[config.mk]
export PLATFORM = sky130hd
export DESIGN_NAME = cpu_writeback
export DESIGN_NICKNAME = d
export VERILOG_FILES = /design/src/rtl/cpu_writeback.sv
export SDC_FILE = /design/constraint.sdc
export NUM_CORES = 1
export LEC_CHECK = 0
export BUFFER_PORTS_ARGS = -buffer_cell sky130_fd_sc_hd__clkbuf_2
export CORE_MARGIN = 2
export CORE_UTILIZATION = 45
export CTS_CLUSTER_SIZE = 16
export DETAILED_ROUTE_END_ITERATION = 7
export GPL_TIMING_DRIVEN = 0
export PLACE_DENSITY = 0.77
export REMOVE_ABC_BUFFERS = 1
export SYNTH_ARGS = -nofsm -noshare
export SYNTH_HDL_FRONTEND = slang
export SYNTH_SLANG_ARGS = --single-unit
[constraint.sdc]
create_clock -name i_clock -period 3.2 [get_ports i_clock]
set_input_delay 0.16 -clock i_clock [delete_from_list [all_inputs] [get_ports i_clock]]
set_output_delay 0.16 -clock i_clock [all_outputs]
set_load 0.02 [all_outputs]
[src/rtl/cpu_writeback.sv]
// cpu_writeback: retirement stage of the CPU pipeline.
//
// A memory-stage record {tag, inst_rd, rd} arrives on i_data. A record is new
// whenever its tag differs from the tag of the last record taken (o_tag). An
// IDLE cycle takes a new record and moves to WRITE. WRITE lasts exactly one
// cycle: it raises the register-file strobe (unless rd is x0), and at the edge
// that closes the cycle it updates the two-deep forwarding history and the
// retired-instruction counter. i_stall parks the FSM in HALT, where nothing is
// taken.
//
// Ports
//   i_clock       clock, rising edge
//   i_reset       synchronous active-high reset
//   i_stall       debug halt, blocks consumption of new records
//   i_data        memory-stage record (memory_data_t)
//   o_busy        a record is pending or being committed
//   o_rf_write    register-file write strobe
//   o_rf_index    register-file write index
//   o_rf_wdata    register-file write data
//   o_fwd0_*      most recent committed register write
//   o_fwd1_*      second most recent committed register write
//   o_retired     count of committed records, wraps silently
//   o_tag         tag of the last consumed record

package cpu_writeback_pkg;
  localparam int TAG_W = 4;

  typedef struct packed {
    logic [TAG_W-1:0] tag;
    logic [4:0]       inst_rd;
    logic [31:0]      rd;
  } memory_data_t;
endpackage

module cpu_writeback
  import cpu_writeback_pkg::*;
#(
  parameter int RETIRE_WIDTH = 64
) (
  input  logic                    i_clock,
  input  logic                    i_reset,
  input  logic                    i_stall,
  input  memory_data_t            i_data,
  output logic                    o_busy,
  output logic                    o_rf_write,
  output logic [4:0]              o_rf_index,
  output logic [31:0]             o_rf_wdata,
  output logic                    o_fwd0_valid,
  output logic [4:0]              o_fwd0_index,
  output logic [31:0]             o_fwd0_value,
  output logic                    o_fwd1_valid,
  output logic [4:0]              o_fwd1_index,
  output logic [31:0]             o_fwd1_value,
  output logic [RETIRE_WIDTH-1:0] o_retired,
  output logic [TAG_W-1:0]        o_tag
);

  typedef enum logic [1:0] {
    IDLE  = 2'd0,
    WRITE = 2'd1,
    HALT  = 2'd2
  } state_e;

  state_e                  state_q, state_d;
  logic [TAG_W-1:0]        tag_q;
  logic [4:0]              idx_q;
  logic [31:0]             data_q;
  logic                    fwd0_vld_q, fwd1_vld_q;
  logic [4:0]              fwd0_idx_q, fwd1_idx_q;
  logic [31:0]             fwd0_val_q, fwd1_val_q;
  logic [RETIRE_WIDTH-1:0] retired_q;

  logic new_rec;
  logic consume;
  logic in_write;

  assign new_rec  = (i_data.tag != tag_q);
  assign consume  = (state_q == IDLE) && !i_stall && new_rec;
  assign in_write = (state_q == WRITE);

  // State register
  always_ff @(posedge i_clock) begin
    if (i_reset) begin
      state_q <= IDLE;
    end else begin
      state_q <= state_d;
    end
  end

  // Next-state logic. A stall seen during WRITE lets the write finish and
  // parks in HALT afterwards; a tag change seen during WRITE stays visible on
  // i_data and is picked up by the following IDLE cycle.
  always_comb begin
    state_d = state_q;
    unique case (state_q)
      IDLE: begin
        if (i_stall) begin
          state_d = HALT;
        end else if (new_rec) begin
          state_d = WRITE;
        end
      end
      WRITE:   state_d = i_stall ? HALT : IDLE;
      HALT:    if (!i_stall) state_d = IDLE;
      default: state_d = IDLE;
    endcase
  end

  // Output logic. The strobe is gated by i_reset so that a reset landing on
  // the WRITE cycle suppresses the write in that same cycle.
  always_comb begin
    o_busy     = new_rec;
    o_rf_write = 1'b0;
    if (state_q == WRITE) begin
      o_busy     = 1'b1;
      o_rf_write = (idx_q != 5'd0) && !i_reset;
    end
  end

  // Record latch, forwarding history and retire counter. All commit side
  // effects happen at the edge that closes the WRITE cycle, so a reset in that
  // cycle discards the record entirely.
  always_ff @(posedge i_clock) begin
    if (i_reset) begin
      tag_q      <= '0;
      idx_q      <= '0;
      data_q     <= '0;
      fwd0_vld_q <= 1'b0;
      fwd0_idx_q <= '0;
      fwd0_val_q <= '0;
      fwd1_vld_q <= 1'b0;
      fwd1_idx_q <= '0;
      fwd1_val_q <= '0;
      retired_q  <= '0;
    end else begin
      if (consume) begin
        tag_q  <= i_data.tag;
        idx_q  <= i_data.inst_rd;
        data_q <= i_data.rd;
      end
      if (in_write) begin
        retired_q <= retired_q + RETIRE_WIDTH'(1);
        // Writes to x0 are architecturally invisible, so they never enter the
        // forwarding history. Repeated indices are shifted in without dedup.
        if (idx_q != 5'd0) begin
          fwd1_vld_q <= fwd0_vld_q;
          fwd1_idx_q <= fwd0_idx_q;
          fwd1_val_q <= fwd0_val_q;
          fwd0_vld_q <= 1'b1;
          fwd0_idx_q <= idx_q;
          fwd0_val_q <= data_q;
        end
      end
    end
  end

  assign o_rf_index   = idx_q;
  assign o_rf_wdata   = data_q;
  assign o_fwd0_valid = fwd0_vld_q;
  assign o_fwd0_index = fwd0_idx_q;
  assign o_fwd0_value = fwd0_val_q;
  assign o_fwd1_valid = fwd1_vld_q;
  assign o_fwd1_index = fwd1_idx_q;
  assign o_fwd1_value = fwd1_val_q;
  assign o_retired    = retired_q;
  assign o_tag        = tag_q;

endmodule

==> reports/qor.txt <==
TritonCTS clock tree: done
Pleak: 3.79 nW
Root Driver: clkbuf_16
Vias per cell: 5.27
DRC: 0
Vias in the first global route: 6398
Measured slew at the worst slew-check pin: 0.934 ns
# rows: 46
Post-synth ARST share: 0%
DP HPWL: 13.1 mm
Global-route wire length before repair: 31.4 mm
Drt wl/cell: 14.9 um
Syn Area/Cell: 8.10 um2
Commonest non-fill, non-tap cell in the layout: nand2_1
Die W: 130 um
RSZ-0062 raised after global routing: no
Setup crit end kind: flop
Status: finished clean
Seq cells post-synth: 183
Die Span Y: 130 um
Clock Sinks: 183
Clock Latency Late Sink: 0.43 ns
Area contributors post-synth: dfxtp_1 51%, nand2_1 13%, a21oi_1 10%, xor2_1 2.6%, nor2_1 2.5%
Initial Util: 45.6%
GPL Wtd Cong: 0.802
Fin. Hold Viols: 0
Vias: 7168
Port Buffers: 226
ANT nets after route: 0
Worst vdd ir: 0.000366 V
Largest net degree at the start of global routing: 129
Most frequent cells in the layout: 252 x nand2_1, 225 x clkbuf_2, 183 x dfxtp_1
Area of the core: 15800 um2
Clk buf depth: 2
Max Cap Viol: 0
H-tree depth: 4
Yosys top cell area share: 50.9%
Setup Viol. Count Final: 0
Iter 0 DRT Violations: 526
Sequential area share after synthesis: 50.9%
CP startpoint kind: flop
Antenna Cells: 0
Max Fclk: 352 MHz
Pre-antenna DRT Iters: 7
Largest area contributor in the synthesized netlist: dfxtp_1
Hold/Removal Path Class: input port to flop
Num CTS Buffers: 17
Setup TNS: 0 ns
Nets: 1176
DP Cell Count: 1286
Min Tclk post-route: 2.84 ns
Max-slew violation count: 0
Max-slew headroom: 37.6%
Power, Total: 4.86 mW
Area grow syn2layout: 33.2%
Cells after Synth: 888
EDFF count, synth: 0
Initial antenna violation count: 0
Post-Place Setup Slack: -0.0527 ns
Required time worst endpoint: 3.56 ns
Fin crit share: 88.9%
Final wirelength: 20.2 mm
GRT Residual Overflow: 0
Final WS setup: 0.356 ns
FILL cells: 1403
GRT Overall Usage: 23.0%
CP max FO: 27
Setup bufs post-CTS: 0
Share of layout cells above drive strength 1: 24.9%
Non-Filler Instances: 1360
Final Skew: 0.0119 ns
Clock-pin transition on the worst setup and hold timing paths: 0.07 ns
Setup CP Type: flop to flop
Die area: 17000 um2
Ports: 227
Post-synth design cell area: 7190 um2
Crit path DAT: 3.20 ns
Yosys warnings: 0
Main synth FF type: dfxtp_1
Unique masters post-synth: 44
Power density over cell area: 507 nW/um2
[final timing paths]
check / startpoint / endpoint / slack (ns) / cells after the start
worst max-delay path: o_retired[5] / o_retired[39] / 0.36 / 5
worst min-delay path: i_reset / o_rf_wdata[20] / 0.19 / 2
worst max register to register: o_retired[5] / o_retired[39] / 0.36 / 5
worst min register to register: o_fwd1_value[11] / o_fwd1_value[11] / 0.45 / 2
[power by group]
part           total [mW]  switching (mW)  internal (mW)
combinational       0.365           0.231          0.134
sequential           2.36          0.0377           2.32
clock                2.14           0.944           1.20
total                4.86            1.21           3.65
[timing repair]
| action | in CTS | in global routing |
|---|---|---|
| endpoints found under the setup margin | 10 | 0 |
| resized for setup | 1 | 0 |
| hold buffers | 42 | 0 |
| hold endpoints to repair | 42 | 0 |
[cell families after synthesis]
kind of cell / Yosys count / share of synthesized area (%)
flip-flops: 183 / 50.9
AND/OR/NAND/NOR: 418 / 27.6
AO/OA/AOI/OAI: 189 / 13.9
adder cells (fa/ha/maj): 1 / 0.174
buffers and inverters: 65 / 3.48
XOR/XNOR: 32 / 3.90
[metal layers]
layer	global-route usage, %	vias up	part of all wire, %	wire [um]
li1	-	3516	-	-
met1	28.7	3336	41	8370
met2	37.3	266	48	9680
met3	6.88	50	7.4	1500
met4	9.89	0	3.2	646
met5	0	-	0	0
[critical path, cell delays in order, from the launching register on]
cell     delay [ns]
dfxtp_1        0.41
nand4_1        0.28
nor4_4         0.71
nand3_2        0.58
or4_1          0.63
a21oi_1        0.15
[registers in the layout, summed over array words and instances, names as in the netlist]
signal and count:
o_tag 4, o_rf_index 5, state_q 2, o_rf_wdata 32
o_retired 64, o_fwd1_value 32, o_fwd0_value 32, o_fwd0_valid 1
o_fwd1_valid 1, o_fwd0_index 5, o_fwd1_index 5
[cells in the mapped netlist (2+ instances only)]
cell type / n
or4_1: 19
nand4b_1: 3
and4_1: 3
nand3_1: 25
dfxtp_1: 183
buf_1: 5
o31ai_1: 16
inv_1: 12
o21ai_0: 18
or2_2: 2
xor2_1: 21
xnor2_1: 11
nand4_2: 2
or3_1: 17
nor4_1: 6
clkbuf_1: 43
a21oi_1: 149
nand2_1: 252
nor2_1: 48
buf_2: 5
and2_1: 2
and3_1: 2
nand4_1: 17
nor3_1: 4
a22oi_1: 2
nor4_4: 3
[cell type report]
cell class | instances | area (um2) | area share, %
Multi-Input combinational cell | 640 | 3320 | 34.6
Inverter | 12 | 45.0 | 0.470
Tap cell | 216 | 270 | 2.82
Clock buffer | 19 | 443 | 4.62
Sequential cell | 183 | 3660 | 38.2
Clock inverter | 13 | 158 | 1.65
Timing Repair Buffer | 277 | 1690 | 17.6
[metrics by stage]
| stage | instance area (um2) | hold slack [ns] | util [%] |
|---|---|---|---|
| 2_1_floorplan | 6990 | 0.229 | - |
| 3_3_place_gp | 8390 | 0.382 | 53.2 |
| 3_5_place_dp | 8550 | 0.388 | 54.2 |
| 4_1_cts | 9580 | 0.173 | 60.8 |
| 5_1_grt | 9580 | 0.190 | 60.8 |
| 6_report | 9580 | 0.187 | 60.8 |
(Power assumes the default switching activity.)
